### src/rtl/alu_pkg.sv
// Shared definitions for the ALU command sequencer: ALU op codes, execution
// condition codes, FSM state encoding and the condition evaluator.
package alu_pkg;

  localparam logic [2:0] ALU_ADD  = 3'b000;
  localparam logic [2:0] ALU_SHL  = 3'b001;
  localparam logic [2:0] ALU_PASS = 3'b010;
  localparam logic [2:0] ALU_SUB  = 3'b011;
  localparam logic [2:0] ALU_XOR  = 3'b100;
  localparam logic [2:0] ALU_SHR  = 3'b101;
  localparam logic [2:0] ALU_OR   = 3'b110;
  localparam logic [2:0] ALU_AND  = 3'b111;

  localparam logic [1:0] COND_AL = 2'b00;
  localparam logic [1:0] COND_Z  = 2'b01;
  localparam logic [1:0] COND_S  = 2'b10;
  localparam logic [1:0] COND_NZ = 2'b11;

  typedef enum logic [1:0] {
    ST_IDLE = 2'd0,
    ST_EXEC = 2'd1,
    ST_DONE = 2'd2
  } state_t;

  function automatic logic cond_pass(input logic [1:0] cond,
                                     input logic       fz,
                                     input logic       fs);
    logic ok;
    case (cond)
      COND_AL: ok = 1'b1;
      COND_Z:  ok = fz;
      COND_S:  ok = fs;
      default: ok = !fz;
    endcase
    return ok;
  endfunction

endpackage

### src/rtl/alu_cmd_sequencer_if.sv
// Command handshake, ALU operand/result bus and debug port of the sequencer.
// slave = sequencer side, master = command source / ALU / debug side.
interface alu_cmd_sequencer_if #(
  parameter int DATA_W = 32,
  parameter int ADDR_W = 3
);
  logic              cmd_valid;
  logic              cmd_ready;
  logic [2:0]        cmd_op;
  logic [ADDR_W-1:0] cmd_rd;
  logic [ADDR_W-1:0] cmd_rs1;
  logic [ADDR_W-1:0] cmd_rs2;
  logic              cmd_use_imm;
  logic [15:0]       cmd_imm;
  logic [1:0]        cmd_cond;

  logic [DATA_W-1:0] alu_a;
  logic [DATA_W-1:0] alu_b;
  logic [2:0]        alu_sel;
  logic [DATA_W-1:0] alu_c;
  logic              alu_zf;
  logic              alu_sf;

  logic              done;
  logic              skipped;
  logic              flag_z;
  logic              flag_s;
  logic [ADDR_W-1:0] dbg_addr;
  logic [DATA_W-1:0] dbg_data;

  modport slave (
    input  cmd_valid, cmd_op, cmd_rd, cmd_rs1, cmd_rs2, cmd_use_imm, cmd_imm, cmd_cond,
    input  alu_c, alu_zf, alu_sf, dbg_addr,
    output cmd_ready, alu_a, alu_b, alu_sel, done, skipped, flag_z, flag_s, dbg_data
  );

  modport master (
    output cmd_valid, cmd_op, cmd_rd, cmd_rs1, cmd_rs2, cmd_use_imm, cmd_imm, cmd_cond,
    output alu_c, alu_zf, alu_sf, dbg_addr,
    input  cmd_ready, alu_a, alu_b, alu_sel, done, skipped, flag_z, flag_s, dbg_data
  );
endinterface

### src/rtl/alu_regfile.sv
// REG_N x DATA_W register file: two combinational read ports plus a debug
// read port, one synchronous write port, r0 hardwired to zero.
module alu_regfile #(
  parameter int DATA_W = 32,
  parameter int REG_N  = 8,
  parameter int ADDR_W = 3
) (
  input  logic              clk,
  input  logic              rst,
  input  logic [ADDR_W-1:0] rd_addr_a,
  input  logic [ADDR_W-1:0] rd_addr_b,
  input  logic [ADDR_W-1:0] dbg_addr,
  output logic [DATA_W-1:0] rd_data_a,
  output logic [DATA_W-1:0] rd_data_b,
  output logic [DATA_W-1:0] dbg_data,
  input  logic              we,
  input  logic [ADDR_W-1:0] wr_addr,
  input  logic [DATA_W-1:0] wr_data
);

  logic [DATA_W-1:0] rf_view [REG_N];

  for (genvar gi = 0; gi < REG_N; gi++) begin : g_reg
    if (gi == 0) begin : g_zero
      assign rf_view[gi] = '0;
    end else begin : g_store
      logic [DATA_W-1:0] reg_q;
      logic [DATA_W-1:0] reg_d;

      always_comb begin
        reg_d = reg_q;
        if (we && (wr_addr == ADDR_W'(gi))) begin
          reg_d = wr_data;
        end
      end

      always_ff @(posedge clk) begin
        if (rst) begin
          reg_q <= '0;
        end else begin
          reg_q <= reg_d;
        end
      end

      assign rf_view[gi] = reg_q;
    end
  end

  assign rd_data_a = rf_view[rd_addr_a];
  assign rd_data_b = rf_view[rd_addr_b];
  assign dbg_data  = rf_view[dbg_addr];

endmodule

### src/rtl/alu_cmd_sequencer.sv
// Issue controller for an external 32-bit ALU: IDLE -> EXEC -> DONE per command.
// Define ALU_COND_EXEC_EN to honour cmd_cond; otherwise every command executes.
module alu_cmd_sequencer
  import alu_pkg::*;
#(
  parameter int DATA_W = 32,
  parameter int REG_N  = 8,
  parameter int ADDR_W = 3
) (
  input  logic             clk,
  input  logic             rst,
  alu_cmd_sequencer_if.slave bus
);

  state_t            state_q, state_d;
  logic [DATA_W-1:0] alu_a_q, alu_a_d;
  logic [DATA_W-1:0] alu_b_q, alu_b_d;
  logic [2:0]        alu_sel_q, alu_sel_d;
  logic [ADDR_W-1:0] rd_q, rd_d;
  logic              flag_z_q, flag_z_d;
  logic              flag_s_q, flag_s_d;
  logic              exec_ok;
  logic              wr_en;
  logic [DATA_W-1:0] rs1_data;
  logic [DATA_W-1:0] rs2_data;

  alu_regfile #(
    .DATA_W (DATA_W),
    .REG_N  (REG_N),
    .ADDR_W (ADDR_W)
  ) u_regfile (
    .clk       (clk),
    .rst       (rst),
    .rd_addr_a (bus.cmd_rs1),
    .rd_addr_b (bus.cmd_rs2),
    .dbg_addr  (bus.dbg_addr),
    .rd_data_a (rs1_data),
    .rd_data_b (rs2_data),
    .dbg_data  (bus.dbg_data),
    .we        (wr_en),
    .wr_addr   (rd_q),
    .wr_data   (bus.alu_c)
  );

`ifdef ALU_COND_EXEC_EN
  logic [1:0] cond_q, cond_d;
  logic       skip_q, skip_d;

  // Flags are sampled in EXEC, i.e. after any earlier command has retired.
  assign exec_ok = cond_pass(cond_q, flag_z_q, flag_s_q);

  always_comb begin
    cond_d = cond_q;
    skip_d = skip_q;
    if (state_q == ST_IDLE && bus.cmd_valid) begin
      cond_d = bus.cmd_cond;
    end
    if (state_q == ST_EXEC) begin
      skip_d = !exec_ok;
    end
  end

  always_ff @(posedge clk) begin
    if (rst) begin
      cond_q <= COND_AL;
      skip_q <= 1'b0;
    end else begin
      cond_q <= cond_d;
      skip_q <= skip_d;
    end
  end

  assign bus.skipped = (state_q == ST_DONE) && skip_q;
`else
  logic cond_unused;
  assign cond_unused = ^bus.cmd_cond;
  assign exec_ok     = 1'b1;
  assign bus.skipped = 1'b0;
`endif

  always_comb begin
    state_d   = state_q;
    alu_a_d   = alu_a_q;
    alu_b_d   = alu_b_q;
    alu_sel_d = alu_sel_q;
    rd_d      = rd_q;
    flag_z_d  = flag_z_q;
    flag_s_d  = flag_s_q;
    wr_en     = 1'b0;
    case (state_q)
      ST_IDLE: begin
        if (bus.cmd_valid) begin
          alu_a_d   = rs1_data;
          alu_b_d   = bus.cmd_use_imm ? {{(DATA_W-16){1'b0}}, bus.cmd_imm} : rs2_data;
          alu_sel_d = bus.cmd_op;
          rd_d      = bus.cmd_rd;
          state_d   = ST_EXEC;
        end
      end
      ST_EXEC: begin
        // Flags update even when rd is r0; the regfile drops that write.
        if (exec_ok) begin
          wr_en    = 1'b1;
          flag_z_d = bus.alu_zf;
          flag_s_d = bus.alu_sf;
        end
        state_d = ST_DONE;
      end
      ST_DONE: state_d = ST_IDLE;
      default: state_d = ST_IDLE;
    endcase
  end

  always_ff @(posedge clk) begin
    if (rst) begin
      state_q   <= ST_IDLE;
      alu_a_q   <= '0;
      alu_b_q   <= '0;
      alu_sel_q <= '0;
      rd_q      <= '0;
      flag_z_q  <= 1'b0;
      flag_s_q  <= 1'b0;
    end else begin
      state_q   <= state_d;
      alu_a_q   <= alu_a_d;
      alu_b_q   <= alu_b_d;
      alu_sel_q <= alu_sel_d;
      rd_q      <= rd_d;
      flag_z_q  <= flag_z_d;
      flag_s_q  <= flag_s_d;
    end
  end

  assign bus.cmd_ready = (state_q == ST_IDLE);
  assign bus.done      = (state_q == ST_DONE);
  assign bus.alu_a     = alu_a_q;
  assign bus.alu_b     = alu_b_q;
  assign bus.alu_sel   = alu_sel_q;
  assign bus.flag_z    = flag_z_q;
  assign bus.flag_s    = flag_s_q;

endmodule

### src/flat_wrapper.sv
// flat-port wrapper written by rule: the top's interface ports become plain ports
module alu_cmd_sequencer_flat import alu_pkg::*;
#(
  parameter int DATA_W = 32,
  parameter int REG_N  = 8,
  parameter int ADDR_W = 3
)
  (clk, rst, bus_cmd_valid, bus_cmd_op, bus_cmd_rd, bus_cmd_rs1, bus_cmd_rs2, bus_cmd_use_imm, bus_cmd_imm, bus_cmd_cond, bus_alu_c, bus_alu_zf, bus_alu_sf, bus_dbg_addr, bus_cmd_ready, bus_alu_a, bus_alu_b, bus_alu_sel, bus_done, bus_skipped, bus_flag_z, bus_flag_s, bus_dbg_data);
  alu_cmd_sequencer_if #(.DATA_W(DATA_W), .ADDR_W(ADDR_W)) bus_i ();
  input  logic clk;
  input  logic rst;
  input wire logic [$bits(bus_i.cmd_valid)-1:0] bus_cmd_valid;
  input wire logic [$bits(bus_i.cmd_op)-1:0] bus_cmd_op;
  input wire logic [$bits(bus_i.cmd_rd)-1:0] bus_cmd_rd;
  input wire logic [$bits(bus_i.cmd_rs1)-1:0] bus_cmd_rs1;
  input wire logic [$bits(bus_i.cmd_rs2)-1:0] bus_cmd_rs2;
  input wire logic [$bits(bus_i.cmd_use_imm)-1:0] bus_cmd_use_imm;
  input wire logic [$bits(bus_i.cmd_imm)-1:0] bus_cmd_imm;
  input wire logic [$bits(bus_i.cmd_cond)-1:0] bus_cmd_cond;
  input wire logic [$bits(bus_i.alu_c)-1:0] bus_alu_c;
  input wire logic [$bits(bus_i.alu_zf)-1:0] bus_alu_zf;
  input wire logic [$bits(bus_i.alu_sf)-1:0] bus_alu_sf;
  input wire logic [$bits(bus_i.dbg_addr)-1:0] bus_dbg_addr;
  output wire logic [$bits(bus_i.cmd_ready)-1:0] bus_cmd_ready;
  output wire logic [$bits(bus_i.alu_a)-1:0] bus_alu_a;
  output wire logic [$bits(bus_i.alu_b)-1:0] bus_alu_b;
  output wire logic [$bits(bus_i.alu_sel)-1:0] bus_alu_sel;
  output wire logic [$bits(bus_i.done)-1:0] bus_done;
  output wire logic [$bits(bus_i.skipped)-1:0] bus_skipped;
  output wire logic [$bits(bus_i.flag_z)-1:0] bus_flag_z;
  output wire logic [$bits(bus_i.flag_s)-1:0] bus_flag_s;
  output wire logic [$bits(bus_i.dbg_data)-1:0] bus_dbg_data;
  assign bus_i.cmd_valid = bus_cmd_valid;
  assign bus_i.cmd_op = bus_cmd_op;
  assign bus_i.cmd_rd = bus_cmd_rd;
  assign bus_i.cmd_rs1 = bus_cmd_rs1;
  assign bus_i.cmd_rs2 = bus_cmd_rs2;
  assign bus_i.cmd_use_imm = bus_cmd_use_imm;
  assign bus_i.cmd_imm = bus_cmd_imm;
  assign bus_i.cmd_cond = bus_cmd_cond;
  assign bus_i.alu_c = bus_alu_c;
  assign bus_i.alu_zf = bus_alu_zf;
  assign bus_i.alu_sf = bus_alu_sf;
  assign bus_i.dbg_addr = bus_dbg_addr;
  assign bus_cmd_ready = bus_i.cmd_ready;
  assign bus_alu_a = bus_i.alu_a;
  assign bus_alu_b = bus_i.alu_b;
  assign bus_alu_sel = bus_i.alu_sel;
  assign bus_done = bus_i.done;
  assign bus_skipped = bus_i.skipped;
  assign bus_flag_z = bus_i.flag_z;
  assign bus_flag_s = bus_i.flag_s;
  assign bus_dbg_data = bus_i.dbg_data;
  alu_cmd_sequencer #(.DATA_W(DATA_W), .REG_N(REG_N), .ADDR_W(ADDR_W)) u_core (.clk(clk), .rst(rst), .bus(bus_i));
endmodule
### config.mk
export PLATFORM = sky130hd
export DESIGN_NAME = alu_cmd_sequencer_flat
export DESIGN_NICKNAME = d
export VERILOG_FILES = /design/src/rtl/alu_pkg.sv /design/src/rtl/alu_cmd_sequencer_if.sv /design/src/rtl/alu_regfile.sv /design/src/rtl/alu_cmd_sequencer.sv /design/src/flat_wrapper.sv
export SDC_FILE = /design/constraint.sdc
export NUM_CORES = 1
export LEC_CHECK = 0
export BUFFER_PORTS_ARGS = -buffer_cell sky130_fd_sc_hd__buf_2
export CAP_MARGIN = 0
export CORE_UTILIZATION = 55
export CTS_BUF_LIST = sky130_fd_sc_hd__clkbuf_16
export CTS_CLUSTER_DIAMETER = 40
export DETAILED_ROUTE_END_ITERATION = 8
export PLACE_DENSITY = 0.75
export REMOVE_ABC_BUFFERS = 1
export SKIP_CTS_REPAIR_TIMING = 1
export SLEW_MARGIN = 30
export SYNTH_ARGS = -nofsm -noshare
export SYNTH_HDL_FRONTEND = slang
export SYNTH_HIERARCHICAL = 1
export SYNTH_SLANG_ARGS = --single-unit
export TNS_END_PERCENT = 50
### constraint.sdc
create_clock -name clk -period 2.9 [get_ports clk]
set_input_delay 0.145 -clock clk [delete_from_list [all_inputs] [get_ports clk]]
set_output_delay 0.145 -clock clk [all_outputs]
set_load 0.05 [all_outputs]
==> results of run 1 <==
## where the power goes
part / internal [mW] / switching, mW / total, mW
clock network: 3.34 / 2.14 / 5.48
registers: 4.17 / 0.0552 / 4.23
logic: 0.516 / 1.13 / 1.65
total: 8.03 / 3.33 / 11.4
## registers in the layout, indices dropped and copies added (netlist names)
name                              count
u_core/rd_q                           3
u_core/bus.alu_sel                    3
u_core/bus.alu_b                     32
u_core/bus.flag_z                     1
u_core/u_regfile/g.g_store.reg_q    224
u_core/bus.flag_s                     1
u_core/bus.alu_a                     32
u_core/state_q                        2
## routing by layer
layer  up-vias  global-route usage [%]
li1       7110                       -
met1      7641                    41.7
met2       726                    53.3
met3       180                    5.87
met4         2                    15.5
met5         -                       0
## cells by family (layout without fill, tap and decap cells)
| group | after synthesis | count (layout) | share of synthesized area, % |
|---|---|---|---|
| AOI/OAI and AO/OA | 486 | 486 | 26.8 |
| buffers and inverters | 197 | 370 | 7.63 |
| DFF | 298 | 298 | 32.7 |
| muxes | 306 | 306 | 19.3 |
| other | 1 | 1 | 0.0206 |
| and+or+nand+nor | 604 | 604 | 13.6 |
## cell usage in the layout (no fill, tap or decap), types with 4 or more instances in the layout
cell type / instances
bufinv_16: 5
clkbuf_16: 45
dlygate4sd3_1: 55
nand2_1: 540
a211oi_1: 16
a21oi_1: 130
buf_12: 15
a221oi_2: 182
mux2_2: 6
mux2i_1: 210
a21oi_2: 148
buf_4: 48
nor2_1: 21
buf_2: 167
a221oi_1: 10
clkinv_1: 5
dfxtp_1: 298
inv_6: 12
nand3b_1: 16
mux2_4: 89
clkinv_4: 4
## final cells by class
class	instances	area, sq um	area share, %
multi-input combinational	1397	10900	51.9
sequential	298	5970	28.3
timing repair buffer	289	2100	9.95
clock buffer	45	1130	5.35
tap	442	553	2.63
clock inverter	35	385	1.83
inverter	1	3.75	0.0178
## final timing paths
path,start,slack (ns),end
hold reg to reg,u_core/bus.alu_b[24]$_SDFFE_PP0P_,0.45,u_core/bus.alu_b[24]$_SDFFE_PP0P_
setup / recovery,u_core/state_q[0]$_SDFFE_PP0P_,0.65,u_core/u_regfile/g_reg[7].g_store.reg_q[27]$_SDFFE_PP0P_
hold / removal,bus_cmd_imm[2],-0.04,u_core/bus.alu_b[2]$_SDFFE_PP0P_
setup reg to reg,u_core/state_q[0]$_SDFFE_PP0P_,0.65,u_core/u_regfile/g_reg[7].g_store.reg_q[27]$_SDFFE_PP0P_
## per-stage QoR
step / setup slack, ns / util, %
floorplan: -0.319 / -
global placement: 0.733 / 58.2
detailed placement: 0.707 / 58.2
CTS: 0.673 / 62.9
global route: 0.500 / 64.6
finish: 0.649 / 64.6
## worst min-delay path, stage by stage
cell	delay [ns]
buf_2	0.10
mux2i_1	0.12
a211oi_1	0.08
## cells in the mapped netlist, types with 4 or more instances
master    number  area share, %
nand3b_1      16           0.66
clkbuf_4       4           0.16
buf_4         21           0.86
a221oi_2     182             15
nor2b_1        4           0.14
mux2_2         6           0.37
a221oi_1      10           0.48
nor2_1        21           0.43
buf_8          7           0.58
dfxtp_1      298             33
mux2_4        89            7.3
buf_2         74            2.0
clkbuf_1      33           0.68
a21oi_1      130            3.6
a211oi_1      16           0.66
buf_1          9           0.19
buf_6         45            2.8
nand2_1      540             11
mux2i_1      210             12
a21oi_2      148            7.1
==> metrics.yaml, run 1 <==
detailed_routing:
  wl_met1_microns: 23700
  vias: 15700
  highest_layer: "met5"
  via_per_inst: 6.25
  drt_iter0_drc: 1203
  drc: 0
  wl_met3_microns: 4710
  postRouteAntennaNets: 0
  met2_length_microns: 26500
  wl_microns: 57200
  drt_first_pass_iters: 5
  wl_per_cell_microns: 22.8
grt:
  grt_max_degree: 92
  grt_overflow_total: 0
  grt_antenna_before_repair: 1
  grt_pass1_wl_microns: 86000
  grt_pass1_vias: 15100
  grt_usage_pct: 32.7
pwr:
  powerDensity_nw_per_um2: 539
  finalPower_mw: 11.4
  leakage_nw: 7.96
  irDropWorstVdd_mv: 0.466
setup_path:
  cp_slowest_cell: "and4_4"
  r2r_cells: 6
  critPathKind: "reg2reg"
  critPathArrivalTime_ns: 2.72
  cp_max_fo: 32
  end_kind: "register"
  cp_top_family: "simple AND/OR/NAND/NOR gates"
  crit_buf_inv: 2
  required_ns: 3.37
  path_cells: "nand2b_1, inv_1, buf_4, and4_4, nand2_1, a21oi_2"
  cp.depth: 6
  critical-path-max-stage-delay_ns: 0.64
  crit_path_start_kind: "register"
final_layout:
  nets: 2102
  fillers: 2575
  area_growth_syn_to_layout_pct: 15.5
  diodes: 0
  instances_no_fill: 2507
  drive_gt1_share_pct: 36.3
  final_cell_area_sq_um: 21100
outcome:
  status: "complete, but fails checks"
  violations: "negative hold slack"
clock_tree:
  clockRootBuffer: "clkbuf_16"
  cts-htree-levels: 2
  clkTransAtPathRegs_ns: 0.05
  clk_latency_ns: 0.55
  clk_path_buf_depth: 3
  cts_tree: "built"
  cts-buffers-inserted: 44
  cts_num_sinks: 298
synth:
  syn_inst: 1892
  ys_ff_latch: 298
  yosysSeqAreaShare_pct: 32.7
  synth_cell_types: 36
  ys_dominant_reg_cell: "dfxtp_1"
  synth_area_per_cell_sq_um: 9.64
  async_flop_share_pct: 0
  ys.warnings.count: 6
  synth_edf_count: 0
  synth_area_sq_um: 18200
sta:
  finalSetupViolations: 0
  timing.slew.headroom_pct: 34.5
  fmax_mhz: 444
  whs_ns: -0.0407
  finalHoldViolations: 1
  fin_skew_ns: 0.0234
  slew_viol_final: 0
  min_period_ns: 2.25
  tightest_slew_ns: 0.983
  finalSetupTns_ns: 0
  timing.final.crit_share_pct: 77.6
  rsz0062_at_grt: "false"
place:
  dp_cells: 2372
  dpl.hpwl_microns: 34900
  globalplace.congestion: 0.839
  port_buffers: 171
  placed_cell_area_sq_um: 19000
floorplan:
  fp.dieW_microns: 184
  initial_core_util_pct: 55.9
  core_area_sq_um: 32600
  rows: 66
  ios: 175
  die_h_microns: 184
  die_area_sq_um: 33900
job:
  maxCapViolCount: 0
min_path:
  min_path_type: "in2reg"
  hold_depth: 3
Note: power is estimated with default switching activity, not from simulation.
==> inputs of run 2 (changes only) <==
--- a/config.mk
+++ b/config.mk
@@ -11,7 +11,7 @@
 export CTS_BUF_LIST = sky130_fd_sc_hd__clkbuf_16
 export CTS_CLUSTER_DIAMETER = 40
 export DETAILED_ROUTE_END_ITERATION = 8
-export PLACE_DENSITY = 0.75
+export PLACE_DENSITY = 0.78
 export REMOVE_ABC_BUFFERS = 1
 export SKIP_CTS_REPAIR_TIMING = 1
 export SLEW_MARGIN = 30
==> constraint.sdc (replaced) <==
create_clock -name clk -period 2 [get_ports clk]
set_input_delay 0.1 -clock clk [delete_from_list [all_inputs] [get_ports clk]]
set_output_delay 0.1 -clock clk [all_outputs]
set_load 0.05 [all_outputs]
==> run 2 against run 1 <==
- utilization is 2.2 points higher
- flip-flop and latch count stayed put
- critical endpoint is now bus_dbg_data[7]
- the flow still finishes with violations (negative hold slack)
- hold slack better by 0.034 ns
- critical path type is now reg2out
==> metrics.yaml, run 2 (synthesis gave the netlist of run 1 again) <==
detailed_routing:
  wl_per_cell_microns: 22.6  # was 22.8 microns
  met2_length_microns: 27100  # was 26500 microns
  wl_met3_microns: 5140  # was 4710 microns
  highest_layer: "met4"  # was met5
  wl_microns: 57700  # was 57200 microns
  drt_iter0_drc: 1439  # was 1203
  via_per_inst: 6.23  # was 6.25
  wl_met1_microns: 23100  # was 23700 microns
  postRouteAntennaNets: 0  # unchanged
  drt_first_pass_iters: 5  # unchanged
  vias: 15900  # was 15700
  drc: 0  # unchanged
sta:
  slew_viol_final: 0  # unchanged
  finalHoldViolations: 1  # unchanged
  min_period_ns: 1.97
  whs_ns: -0.00716  # was -0.0407 ns
  tightest_slew_ns: 0.756  # was 0.983 ns
  finalSetupViolations: 0  # unchanged
  timing.final.crit_share_pct: 98.7
  timing.slew.headroom_pct: 49.5  # was 34.5%
  setup_slack_ns: 0.0262  # was 0.649 ns
  rsz0062_at_grt: "false"  # unchanged
  fmax_mhz: 507
  fin_skew_ns: 0.0239  # was 0.0234 ns
grt:
  grt_pass1_vias: 15600  # was 15100
  grt_usage_pct: 33.0  # was 32.7%
  grt_overflow_total: 0  # unchanged
  grt_pass1_wl_microns: 86900  # was 86000 microns
  grt_antenna_before_repair: 1  # unchanged
  grt_max_degree: 64  # was 92
pwr:
  leakage_nw: 8.35  # was 7.96 nW
  clockPowerShare_pct: 51.2  # was 48.3%
  p_int_mw: 12.7  # was 8.03 mW
  seqPwrFrac_pct: 34.8  # was 37.2%
  power.switching_mw: 4.90  # was 3.33 mW
  p_comb_share_pct: 14.0  # was 14.5%
  irDropWorstVdd_mv: 0.698  # was 0.466 mV
  switching_share_pct: 27.8  # was 29.3%
  powerDensity_nw_per_um2: 808  # was 539 nW/um^2
min_path:
  min_path_type: "in2reg"  # unchanged
  min-delay-start: "bus_cmd_imm[3]"  # was bus_cmd_imm[2]
  hold_depth: 3  # unchanged
floorplan:
  initial_core_util_pct: 55.9  # unchanged
  core_area_sq_um: 32600  # unchanged
  die_area_sq_um: 33900  # unchanged
  ios: 175  # unchanged
  fp.dieW_microns: 184  # unchanged
  die_h_microns: 184  # unchanged
  rows: 66  # unchanged
final_layout:
  final_common_cell: "nand2_1"  # unchanged
  area_growth_syn_to_layout_pct: 19.5  # was 15.5%
  nets: 2140  # was 2102
  regMostFlops: "u_core/u_regfile/g.g_store.reg_q"  # unchanged
  instances_no_fill: 2552  # was 2507
  final_cell_mix: "nand2_1, dfxtp_1, mux2i_1, a221oi_2, buf_2"  # unchanged
  largest_reg_flops: 224  # unchanged
  drive_gt1_share_pct: 37.2  # was 36.3%
clock_tree:
  clkTransAtPathRegs_ns: 0.06  # was 0.05 ns
  clk_path_buf_depth: 3  # unchanged
  cts_num_sinks: 298  # unchanged
  cts_tree: "built"  # unchanged
  clk_latency_ns: 0.56  # was 0.55 ns
  cts-htree-levels: 2  # unchanged
  clockRootBuffer: "clkbuf_16"  # unchanged
  cts-buffers-inserted: 47  # was 44
job:
  maxCapViolCount: 0  # unchanged
setup_path:
  critPathKind: "reg2out"  # was reg2reg
  path_cells: "mux2_4, a221oi_2, a221oi_2, buf_2"  # was nand2b_1, inv_1, buf_4, and4_4, nand2_1, a21oi_2
  cp_max_fo: 4  # was 32
  end_kind: "output pin"  # was register
  r2r_cells: 6  # unchanged
  crit_path_start_kind: "register"  # unchanged
  critPathArrivalTime_ns: 1.87  # was 2.72 ns
  required_ns: 1.90  # was 3.37 ns
  critical-path-max-stage-delay_ns: 0.38  # was 0.64 ns
  cp_slowest_cell: "dfxtp_1"  # was and4_4
  r2r-start: "u_core/state_q[0]$_SDFFE_PP0P_"  # unchanged
  startpoint: "u_core/u_regfile/g_reg[5].g_store.reg_q[7]$_SDFFE_PP0P_"  # was u_core/state_q[0]$_SDFFE_PP0P_
  path_common_cell: "a221oi_2"
outcome:
  violations: "negative hold slack"  # unchanged
  status: "complete, but fails checks"  # unchanged
place:
  dpl.hpwl_microns: 36300  # was 34900 microns
  pre_cts_ws_ns: 0.105  # was 0.707 ns
  port_buffers: 171  # unchanged
  dp_cells: 2405  # was 2372
  globalplace.congestion: 0.859  # was 0.839
run 2: final cells by class:
class,count,area (sq um)
multi-input cells,1397,10900
fillers,2430,10800
flip-flops and latches,298,5970
repair buffers,324,2600
clock buffers,48,1200
well taps,442,553
clock inverters,40,532
diodes,2,5.00
inverters,1,3.75
run 2: through the flow:
step	util (%)	setup TNS [ns]	area (sq um)	hold slack, ns	total power, mW
2_1_floorplan	-	-105.06	16800	0.162	7.45
3_3_place_gp	59.6	0	19500	0.333	8.55
3_5_place_dp	59.6	0	19500	0.347	8.58
4_1_cts	65.0	-0.0109	21200	-0.241	17.5
5_1_grt	66.8	0	21800	0.00233	18.0
6_report	66.8	0	21800	-0.00716	17.6
run 2: path summary, 6_finish.rpt:
| kind | to | slack, ns |
|---|---|---|
| worst max-delay path | bus_dbg_data[7] | 0.03 |
| worst min-delay path | u_core/bus.alu_b[3]$_SDFFE_PP0P_ | -0.007 |
| worst max register to register | u_core/u_regfile/g_reg[5].g_store.reg_q[22]$_SDFFE_PP0P_ | 0.07 |
| worst min register to register | u_core/bus.alu_b[17]$_SDFFE_PP0P_ | 0.45 |
run 2: worst max-delay path, delay by kind of cell, from the launching register on:
kind            cells  cell delay (ns)
mux                 1             0.17
flops               1             0.38
compound gates      2             0.42
buf+inv             1             0.34
run 2: per-layer routing:
metal	GRT usage (%)	up-vias
met5	0	-
met4	17.1	0
met3	6.13	182
met2	53.7	830
li1	-	7196
met1	41.6	7688
run 2: power groups by stage:
| stage | Clock [mW] | Sequential [mW] | Combinational, mW |
|---|---|---|---|
| global placement | 0 | 6.25 | 2.30 |
| global route | 9.34 | 6.15 | 2.56 |
| detailed placement | 0 | 6.26 | 2.32 |
| finish | 9.01 | 6.13 | 2.46 |
| CTS | 9.06 | 6.13 | 2.33 |
| floorplan | 0 | 6.51 | 0.939 |
==> inputs of run 3 (changes only) <==
--- a/config.mk
+++ b/config.mk
@@ -12,7 +12,6 @@
 export CTS_CLUSTER_DIAMETER = 40
 export DETAILED_ROUTE_END_ITERATION = 8
 export PLACE_DENSITY = 0.78
-export REMOVE_ABC_BUFFERS = 1
 export SKIP_CTS_REPAIR_TIMING = 1
 export SLEW_MARGIN = 30
 export SYNTH_ARGS = -nofsm -noshare
==> run 3 against run 2 <==
- the run now ends clean
- clock power decreased by 15%
- hold slack gained 0.010 ns
- utilization shrank 1.3 points
- critical path depth unchanged
- sequential power is essentially flat
- clock skew down 0.012 ns
- setup slack improved by 0.0097 ns
- non-clock buffer count down 16
- cell count fell by 1.1%
- final area is 1.9% lower
- sequential share of layout area is 0.54 points higher
- combinational power about the same
- critical path type unchanged
- critical endpoint is now bus_dbg_data[0]
==> metrics.yaml, run 3 (synthesis gave the netlist of run 1 again) <==
detailed_routing:
  drt_first_pass_iters: 8  # was 5
  postRouteAntennaNets: 0  # unchanged
  drt_iter0_drc: 1698  # was 1439
  wl_per_cell_microns: 23.7  # was 22.6 microns
  vias: 16200  # was 15900
  drc: 0  # unchanged
  via_per_inst: 6.41  # was 6.23
  wl_microns: 59700  # was 57700 microns
sta:
  fmax_mhz: 509  # was 507 MHz
  min_period_ns: 1.96  # was 1.97 ns
  fin_skew_ns: 0.0121  # was 0.0239 ns
  setup_slack_ns: 0.0359  # was 0.0262 ns
  finalSetupViolations: 0  # unchanged
  timing.final.crit_share_pct: 98.2  # was 98.7%
  whs_ns: 0.00306  # was -0.00716 ns
  rsz0062_at_grt: "true"  # was false
  timing.slew.headroom_pct: 49.2  # was 49.5%
  tightest_slew_ns: 0.763  # was 0.756 ns
  slew_viol_final: 0  # unchanged
  finalSetupTns_ns: 0  # unchanged
  finalHoldViolations: 0  # was 1
setup_path:
  critPathArrivalTime_ns: 1.86  # was 1.87 ns
  cp_max_fo: 4  # unchanged
  required_ns: 1.90  # about the same
  crit_path_start_kind: "register"  # unchanged
  critPathKind: "reg2out"  # unchanged
  end_kind: "output pin"  # unchanged
pwr:
  leakage_nw: 8.11  # was 8.35 nW
  finalPower_mw: 16.3  # was 17.6 mW
  powerDensity_nw_per_um2: 762  # was 808 nW/um^2
  irDropWorstVdd_mv: 0.506  # was 0.698 mV
place:
  dpl.hpwl_microns: 36600  # was 36300 microns
  globalplace.congestion: 0.852  # was 0.859
  pre_cts_ws_ns: 0.114  # was 0.105 ns
  port_buffers: 171  # unchanged
floorplan:
  core_area_sq_um: 32600  # unchanged
  die_h_microns: 184  # unchanged
  initial_core_util_pct: 55.9  # unchanged
  fp.dieW_microns: 184  # unchanged
  rows: 66  # unchanged
  ios: 175  # unchanged
  die_area_sq_um: 33900  # unchanged
grt:
  grt_pass1_wl_microns: 88100  # was 86900 microns
  grt_usage_pct: 33.7  # was 33.0%
  grt_antenna_before_repair: 2  # was 1
  grt_pass1_vias: 15500  # was 15600
  grt_overflow_total: 0  # unchanged
  grt_max_degree: 60  # was 64
final_layout:
  postLayoutCoreUtil_pct: 65.5  # was 66.8%
  final_common_cell: "nand2_1"  # unchanged
  regMostFlops: "u_core/u_regfile/g.g_store.reg_q"  # unchanged
  nets: 2120  # was 2140
  largest_reg_flops: 224  # unchanged
  drive_gt1_share_pct: 36.4  # was 37.2%
  area_growth_syn_to_layout_pct: 17.2  # was 19.5%
  final_cell_mix: "nand2_1, dfxtp_1, mux2i_1, a221oi_2, buf_2"  # unchanged
clock_tree:
  clk_path_buf_depth: 3  # unchanged
  cts-buffers-inserted: 43  # was 47
  cts_tree: "built"  # unchanged
  clockRootBuffer: "clkbuf_16"  # unchanged
  cts_num_sinks: 298  # unchanged
  clkTransAtPathRegs_ns: 0.05  # was 0.06 ns
  cts-htree-levels: 2  # unchanged
  clk_latency_ns: 0.55  # was 0.56 ns
job:
  maxCapViolCount: 0  # unchanged
synth:
  syn_nets: 1963
outcome:
  status: "finished, final reports clean"  # was complete, but fails checks
min_path:
  min_path_type: "in2reg"  # unchanged
==> run 3: path summary, 6_finish.rpt <==
check	from	endpoint	slack [ns]	cells past startpoint
max reg2reg	u_core/state_q[1]$_SDFFE_PP0P_	u_core/u_regfile/g_reg[6].g_store.reg_q[7]$_SDFFE_PP0P_	0.09	6
max	u_core/u_regfile/g_reg[1].g_store.reg_q[0]$_SDFFE_PP0P_	bus_dbg_data[0]	0.04	4
min	rst	u_core/u_regfile/g_reg[5].g_store.reg_q[12]$_SDFFE_PP0P_	0.003	2
min reg2reg	u_core/bus.alu_a[18]$_SDFFE_PP0P_	u_core/bus.alu_a[18]$_SDFFE_PP0P_	0.45	2
==> run 3: critical path, stage by stage (launching register included) <==
cell,delay (ns)
dfxtp_1,0.37
mux2_2,0.18
a221oi_2,0.06
a221oi_2,0.42
buf_4,0.29
==> run 3: cell type report <==
type	instances	area, sq um
Inverter	1	3.75
Clock inverter	32	319
Sequential cell	298	5970
Fill cell	2481	11300
Clock buffer	45	1130
Timing Repair Buffer	308	2470
Antenna cell	2	5.00
Multi-Input combinational cell	1397	10900
Tap cell	442	553
==> run 3: report_power, final <==
part / internal (mW) / total (mW) / switching (mW) / leakage, nW
combinational: 0.812 / 2.49 / 1.67 / 4.99
sequential: 6.05 / 6.14 / 0.0911 / 2.41
clock: 4.75 / 7.66 / 2.91 / 0.717
total: 11.6 / 16.3 / 4.68 / 8.11
==> run 3: per-stage QoR <==
step	instance area, sq um	cells
after floorplan	18200	1892
after global placement	19300	2387
after detailed placement	19300	2390
after CTS	20800	2467
after global routing	21400	2523
final	21400	2525
==> run 3: per-layer routing <==
metal / GRT usage, % / vias to the layer above / wire length [microns]
met3: 6.62 / 248 / 5490
met2: 55.1 / 980 / 27900
li1: - / 7148 / -
met5: 0 / - / 8
met4: 16.7 / 2 / 2730
met1: 42.2 / 7816 / 23600
